==> src/rtl/lift_motion_ctrl.sv <==
// lift_motion_ctrl: accepts a target floor, pulses sus/jos until the counter reaches it, then holds the door.
// Optional `define DOOR_SENSOR_EN adds door_obstacle, which restarts the door hold time while asserted.
module lift_motion_ctrl #(
    parameter int NUM_FLOORS    = 8,
    parameter int FLOOR_W       = 3,
    parameter int TRAVEL_CYCLES = 4,
    parameter int DOOR_CYCLES   = 8
) (
    input  logic               clk,
    input  logic               reset_n,
    input  logic               req_valid,
    input  logic [FLOOR_W-1:0] req_floor,
    output logic               req_ready,
    input  logic [FLOOR_W-1:0] etaj_curent,
`ifdef DOOR_SENSOR_EN
    input  logic               door_obstacle,
`endif
    output logic               sus,
    output logic               jos,
    output logic               door_open,
    output logic               arrived,
    output logic               busy,
    output logic               fault
);

    localparam int MAX_CYCLES = (TRAVEL_CYCLES > DOOR_CYCLES) ? TRAVEL_CYCLES : DOOR_CYCLES;
    localparam int TIMER_W    = (MAX_CYCLES > 1) ? $clog2(MAX_CYCLES) : 1;

    localparam logic [TIMER_W-1:0] TRAVEL_LOAD = TIMER_W'(TRAVEL_CYCLES - 1);
    localparam logic [TIMER_W-1:0] DOOR_LOAD   = TIMER_W'(DOOR_CYCLES - 1);
    localparam logic [FLOOR_W:0]   FLOOR_LIMIT = (FLOOR_W + 1)'(NUM_FLOORS);
    localparam logic [FLOOR_W-1:0] TOP_FLOOR   = FLOOR_W'(NUM_FLOORS - 1);

    typedef enum logic [1:0] {
        IDLE,
        MOVE,
        STEP,
        DOOR_OPEN
    } state_e;

    state_e               state_q, state_d;
    logic [FLOOR_W-1:0]   target_q, target_d;
    logic [TIMER_W-1:0]   timer_q, timer_d;
    logic                 dir_up_q, dir_up_d;
    logic                 sus_q, sus_d;
    logic                 jos_q, jos_d;
    logic                 door_open_q, door_open_d;
    logic                 arrived_q, arrived_d;
    logic                 fault_q, fault_d;
    logic                 obstacle;

`ifdef DOOR_SENSOR_EN
    assign obstacle = door_obstacle;
`else
    assign obstacle = 1'b0;
`endif

    always_comb begin
        state_d     = state_q;
        target_d    = target_q;
        timer_d     = timer_q;
        dir_up_d    = dir_up_q;
        sus_d       = 1'b0;
        jos_d       = 1'b0;
        door_open_d = 1'b0;
        arrived_d   = 1'b0;
        fault_d     = fault_q;

        unique case (state_q)
            IDLE: begin
                if (req_valid) begin
                    target_d = req_floor;
                    if ({1'b0, req_floor} >= FLOOR_LIMIT) begin
                        fault_d = 1'b1;
                    end else if (req_floor == etaj_curent) begin
                        state_d     = DOOR_OPEN;
                        arrived_d   = 1'b1;
                        door_open_d = 1'b1;
                        timer_d     = DOOR_LOAD;
                    end else begin
                        state_d  = MOVE;
                        timer_d  = TRAVEL_LOAD;
                        dir_up_d = (req_floor > etaj_curent);
                    end
                end
            end

            MOVE: begin
                if (timer_q == '0) begin
                    sus_d   = dir_up_q;
                    jos_d   = ~dir_up_q;
                    state_d = STEP;
                end else begin
                    timer_d = timer_q - TIMER_W'(1);
                end
            end

            STEP: begin
                // The counter has applied the pulse by now; never command a step past either end.
                if (etaj_curent == target_q) begin
                    state_d     = DOOR_OPEN;
                    arrived_d   = 1'b1;
                    door_open_d = 1'b1;
                    timer_d     = DOOR_LOAD;
                end else if ((dir_up_q && etaj_curent == TOP_FLOOR) ||
                             (!dir_up_q && etaj_curent == '0)) begin
                    fault_d = 1'b1;
                    state_d = IDLE;
                end else begin
                    state_d = MOVE;
                    timer_d = TRAVEL_LOAD;
                end
            end

            DOOR_OPEN: begin
                door_open_d = 1'b1;
                if (obstacle) begin
                    timer_d = DOOR_LOAD;
                end else if (timer_q == '0) begin
                    state_d     = IDLE;
                    door_open_d = 1'b0;
                end else begin
                    timer_d = timer_q - TIMER_W'(1);
                end
            end

            default: state_d = IDLE;
        endcase
    end

    always_ff @(posedge clk or negedge reset_n) begin
        if (!reset_n) begin
            state_q     <= IDLE;
            target_q    <= '0;
            timer_q     <= '0;
            dir_up_q    <= 1'b0;
            sus_q       <= 1'b0;
            jos_q       <= 1'b0;
            door_open_q <= 1'b0;
            arrived_q   <= 1'b0;
            fault_q     <= 1'b0;
        end else begin
            state_q     <= state_d;
            target_q    <= target_d;
            timer_q     <= timer_d;
            dir_up_q    <= dir_up_d;
            sus_q       <= sus_d;
            jos_q       <= jos_d;
            door_open_q <= door_open_d;
            arrived_q   <= arrived_d;
            fault_q     <= fault_d;
        end
    end

    assign req_ready = (state_q == IDLE);
    assign busy      = (state_q != IDLE);
    assign sus       = sus_q;
    assign jos       = jos_q;
    assign door_open = door_open_q;
    assign arrived   = arrived_q;
    assign fault     = fault_q;

endmodule

==> config.mk <==
export PLATFORM = sky130hd
export DESIGN_NAME = lift_motion_ctrl
export DESIGN_NICKNAME = d
export VERILOG_FILES = /design/src/rtl/lift_motion_ctrl.sv
export SDC_FILE = /design/constraint.sdc
export NUM_CORES = 1
export LEC_CHECK = 0
export CORE_UTILIZATION = 25
export DETAILED_ROUTE_END_ITERATION = 10
export HOLD_SLACK_MARGIN = 0.1
export PLACE_DENSITY = 0.48
export SETUP_SLACK_MARGIN = 0.05
export SYNTH_ARGS = -nofsm -noshare
export SYNTH_HDL_FRONTEND = slang
export SYNTH_SLANG_ARGS = --single-unit
export TNS_END_PERCENT = 5
==> constraint.sdc <==
create_clock -name clk -period 2.1 [get_ports clk]
set_input_delay 0.315 -clock clk [delete_from_list [all_inputs] [get_ports clk]]
set_output_delay 0.315 -clock clk [all_outputs]
set_load 0.02 [all_outputs]
==> results of run 1 <==
==> worst max path at each step <==
stage,start,end,slack [ps],depth (start not counted)
final,state_q[1],busy,200,2
after CTS,state_q[1],req_ready,70,3
after global routing,state_q[1],busy,150,2
after floorplan,state_q[0],target_q[0],430,6
after global placement,etaj_curent[0],timer_q[1],50,5
after detailed placement,etaj_curent[1],door_open,7,7
==> placed cells by master (no fill, tap or decap), drive strengths merged, types with 2 or more instances in the layout <==
cell type	n
dfrtp	14
mux2	5
nand4	2
nand2	3
a31oi	2
clkbuf	3
ha	5
nand3	2
buf	6
a21o	2
xnor2	3
a21oi	5
inv	10
clkdlybuf4s50	14
==> where the power goes <==
part | leakage, nW | total (mW) | switching [mW] | internal [mW]
clock | 0.0138 | 0.151 | 0.0846 | 0.0663
sequential | 0.169 | 0.467 | 0.0833 | 0.383
combinational | 0.312 | 0.557 | 0.254 | 0.303
total | 0.495 | 1.17 | 0.422 | 0.752
==> per-stage QoR <==
step	std cells	utilization [%]	setup slack [ps]	instance area [um2]	power [mW]
after CTS	135	34.2	69.1	1040	1.20
after floorplan	70	-	431	790	0.871
after global routing	135	34.3	147	1040	1.27
final	135	34.3	197	1040	1.17
after global placement	132	33.4	53.6	1010	1.03
after detailed placement	132	33.4	6.82	1010	1.03
==> worst max-delay path, delay by kind of cell, from the launching register on <==
kind / cells / cell delay, ps
flops: 1 / 470
buf+inv: 1 / 550
simple gates: 1 / 280
==> sequential cells by signal (all words and copies together), names as in the netlist <==
| name | count |
|---|---|
| sus | 1 |
| timer_q | 3 |
| target_q | 3 |
| door_open | 1 |
| arrived | 1 |
| jos | 1 |
| state_q | 2 |
| dir_up_q | 1 |
| fault | 1 |
==> cell usage after synthesis, drive strengths merged <==
master / instances
and2: 1
a31oi: 2
or2: 1
a22o: 1
a21oi: 5
nand4: 2
or3b: 1
nand3: 2
mux2i: 1
ha: 5
inv: 10
nor3b: 1
nor2: 1
o21a: 1
dfrtp: 14
buf: 3
nand2b: 1
nor3: 1
xor2: 1
a21o: 2
o21ai: 1
nand2: 3
a31o: 1
xnor2: 3
mux2: 5
or4: 1
==> area by class of cell <==
| cell class | instances | area [um2] | share of cell area (%) |
|---|---|---|---|
| Clock buffer | 3 | 22.5 | 2.17 |
| Inverter | 10 | 37.5 | 3.61 |
| Multi-Input combinational cell | 43 | 374 | 36.0 |
| Sequential cell | 14 | 352 | 33.9 |
| Tap cell | 44 | 55.1 | 5.30 |
| Timing Repair Buffer | 21 | 198 | 19.0 |
==> cells by family after synthesis <==
kind of cell    Yosys count  share of synthesized area (%)
flops                    14                           44.4
mux                       6                           9.35
compound gates           13                           13.8
xor+xnor                  4                           4.44
simple gates             15                           11.9
buf+inv                  13                           8.24
fa+ha+maj                 5                           7.92
==> metal layers <==
| layer | GRT usage (%) | part of all wire, % | vias to the layer above |
|---|---|---|---|
| met5 | 0 | 0 | - |
| li1 | - | - | 280 |
| met1 | 12.7 | 48 | 261 |
| met4 | 5.10 | 1.2 | 0 |
| met3 | 1.79 | 3.3 | 2 |
| met2 | 16.3 | 47 | 10 |
==> what timing repair did <==
action                                 CTS  global route
setup endpoints to repair                1             1
endpoints found under the hold margin    0             0
resized for setup                        1             1
==> metrics, run 1 <==
status=finished, final reports clean; largest net degree at the start of global routing=15; via count=553; R2R setup slack=430 ps; Detailed Routing Iterations Pass 1=3; CTS Sinks=14; post-synthesis net count=84; TritonCTS clock tree=built; worst skew pair latency=270 ps; max cap viols=0; r2r endpoint=timer_q[1]; vias in the first global route=580; Synth area leaders=dfrtp_1 (44%), ha_1 (7.9%), inv_1 (4.3%); relative slew slack=57.3%; Total Negative Setup Slacks=0 ps; post-CTS setup buffers=0; clock slew at reported path FFs=90 ps; worst endpoint required time=1780 ps; Nets=107; Die Area=0.00339 mm2; Avg Inst Size Synth=11.3 um2; Total GRT Usage=10.0%; Layout Area Growth over Synthesis=31.5%; Slew Limit Fails=0; Post-DP HPWL=1150 um; drt total wl=1460 um; Crit path largest cell delay=550 ps; TritonCTS Buffers=3; post-synthesis instance total=70; Die Wd=58.2 um; initial core utilization=26.1%; minimum clock period=1900 ps; top cell type by total area after synthesis=dfrtp_1; FILL cells=317; VDD IR max=0.248 mV; Post-CTS Hold Buffers=0; Synth Register Bits=14; diode count=0; antenna violations before repair=0; Starting DRT DRC Count=5; Yosys cell types=32; IO buf count=15; crit path launch type=flop; GRT overflow=0; Cell Rows=20; Setup CP Type=flop to primary output; crit path max fanout=9; highest-delay cell along the critical path=clkdlybuf4s50_1; worst r2r path cells=7; Post-Synthesis Cell Area=790 um2; GP Congestion=0.806; Final Cycle Share=90.6%; Root Driver=clkbuf_4; vias per cell=4.10; Post-DRT Antenna Nets=0; final setup vio count=0; Lkg Pwr=0.495 nW; PD cells=1130 mW/mm2; worst-margin pin slew=639 ps; reg-to-reg startpoint=timer_q[0]; wire length per cell=10.8 um; IO Count=16; RSZ-0062 raised after global routing=no; Hold Path Class=primary input to async pin; Max Clk Rate=0.526 GHz; first-pass GRT wire length=2530 um; share of the synthesized area in the top cell type=44.4%; Worst setup EP type=primary output; core area=0.00303 mm2; Syn. warnings=0; Die H=58.2 um; final hold vios=0; Cell Chain, Critical Path=or2_1, clkdlybuf4s50_1; sequential fraction of the synthesis area=44.4%; final clock skew=3.80 ps; hold slack=431 ps; share of cells above drive strength 1=19.8%; WP data arrival=1590 ps; DRC=0; clock buffer depth=2; H-tree Lvls=1
Power figures use the tool's default switching activity.
==> run 2, diff against run 1 <==
Settings changed: CORE_UTILIZATION 25 to 49, PLACE_DENSITY 0.48 to 0.8.
==> run 2 against run 1 <==
  * Wire length fell by 7.7%
  * Critical path depth rose by 1
  * Sequential power fell by 5.1%
  * Largest power group unchanged
  * Total power rose by 3.8%
  * Hold slack got worse by 25 ps
  * First-iteration DRC count rose to 2.8 times the previous value
  * Core utilization rose by 33 points
  * Sequential share of layout area rose by 0.71 points
==> metrics, run 2 (synthesis results as in run 1) <==
status=finished, final reports clean; Layout Area Growth over Synthesis=28.4%; Bufs and invs on worst path=2; Nets=107; Die Wd=42.1 um; TritonCTS Buffers=3; multi-input combinational cell area=374 um2; FILL cells=118; max cap viols=0; IO Count=16; IO buf count=15; highest-delay cell along the critical path=clkdlybuf4s50_1; Clk pwr share=15.8%; Starting DRT DRC Count=14; vias in the first global route=549; Slew Limit Fails=0; vias per cell=5.27; GRT overflow=0; minimum clock period=1910 ps; P_sw=426 uW; drt total wl=1350 um; GP Congestion=0.853; final hold vios=0; largest net degree at the start of global routing=15; total power=1.22 mW; H-tree Lvls=1; worst skew pair latency=280 ps; Detailed Routing Iterations Pass 1=4; commonest non-fill, non-tap cell in the layout=clkdlybuf4s50_1; Max Clk Rate=0.525 GHz; Worst setup EP type=primary output; Lkg Pwr=0.486 nW; worst-margin pin slew=590 ps; initial core utilization=52.4%; relative slew slack=60.6%; final clock skew=2.08 ps; wire length per cell=12.5 um; post-CTS setup buffers=0; most frequent cells in the layout=clkdlybuf4s50_1 (15), dfrtp_1 (14), inv_1 (9), buf_4 (6), ha_1 (5); Die H=42.1 um; Total GRT Usage=18.3%; Total Negative Setup Slacks=0 ps; Reg area=350 um2; worst r2r path cells=7; clock slew at reported path FFs=90 ps; R2R setup slack=410 ps; TritonCTS clock tree=built; Setup CP Type=flop to primary output; Cell Rows=14; Cell Chain, Critical Path=or2_1, inv_2, clkdlybuf4s50_1; DRC=0; Final Cycle Share=90.8%; Root Driver=clkbuf_4; Die Area=0.00178 mm2; Post-DRT Antenna Nets=0; VDD IR max=0.688 mV; final setup vio count=0; core area=0.00151 mm2; Post-DP HPWL=1090 um; Crit path largest cell delay=590 ps; clock buffer depth=2; antenna violations before repair=0; Comb pwr share=47.9%; Internal=793 uW; via count=569; Seq pwr share=36.3%; first-pass GRT wire length=2460 um; RSZ-0062 raised after global routing=no; PD cells=1200 mW/mm2; crit path max fanout=3; crit-path leading delay family=buffers and inverters; diode count=0; Hold Path Class=primary input to async pin; Sw Ratio=34.9%; worst endpoint required time=1780 ps; Regs by FF count=target_q x3, timer_q x3, state_q x2; crit path launch type=flop; reg-to-reg startpoint=timer_q[0]; Post-CTS Hold Buffers=0; CTS Sinks=14; Post-CTS Resized=0; r2r endpoint=timer_q[0]; WP data arrival=1590 ps; share of cells above drive strength 1=19.6%
[run 2: cell types whose count changed in the layout (fill, tap and decap cells not counted), sizes merged]
cell	change
clkdlybuf4s50	+1
clkbuf	+1
dlymetal6s2s	-1
[run 2: how the worst max path moves through the flow]
| stage | start | end | depth (start not counted) |
|---|---|---|---|
| detailed placement | etaj_curent[1] | door_open | 7 |
| finish | state_q[0] | req_ready | 3 |
| global placement | etaj_curent[1] | door_open | 7 |
| global route | state_q[0] | req_ready | 3 |
| CTS | state_q[0] | req_ready | 3 |
| floorplan | state_q[0] | target_q[0] | 6 |
[run 2: cell type report]
type / instances / area share [%]
multi-input combinational: 43 / 36.9
sequential: 14 / 34.6
timing repair buffer: 21 / 19.3
inverter: 10 / 3.70
clock buffer: 4 / 3.58
tap: 16 / 1.98
[run 2: power by group through the flow]
stage,registers (mW),logic (mW),clock network (mW)
2_1_floorplan,0.467,0.404,0
4_1_cts,0.444,0.588,0.200
3_3_place_gp,0.447,0.565,0
5_1_grt,0.455,0.639,0.212
3_5_place_dp,0.449,0.583,0
6_report,0.443,0.583,0.193
[run 2: routing by layer]
metal | part of all wire [%] | routed length, um | GRT usage [%]
met2 | 46 | 615 | 29.1
met5 | 0 | 0 | 0
met1 | 49 | 658 | 25.4
met4 | 0.74 | 10 | 5.63
met3 | 4.8 | 65 | 3.88
[run 2: stage by stage]
step | setup WS [ps] | utilization [%] | cell area [um2] | std cells | hold WS (ps)
after global routing | 121 | 67.3 | 1010 | 108 | 475
after floorplan | 431 | - | 790 | 70 | 19.4
after global placement | 69.8 | 64.9 | 977 | 104 | 454
after detailed placement | 41.6 | 64.9 | 977 | 104 | 452
final | 194 | 67.3 | 1010 | 108 | 406
after CTS | 188 | 67.3 | 1010 | 108 | 433
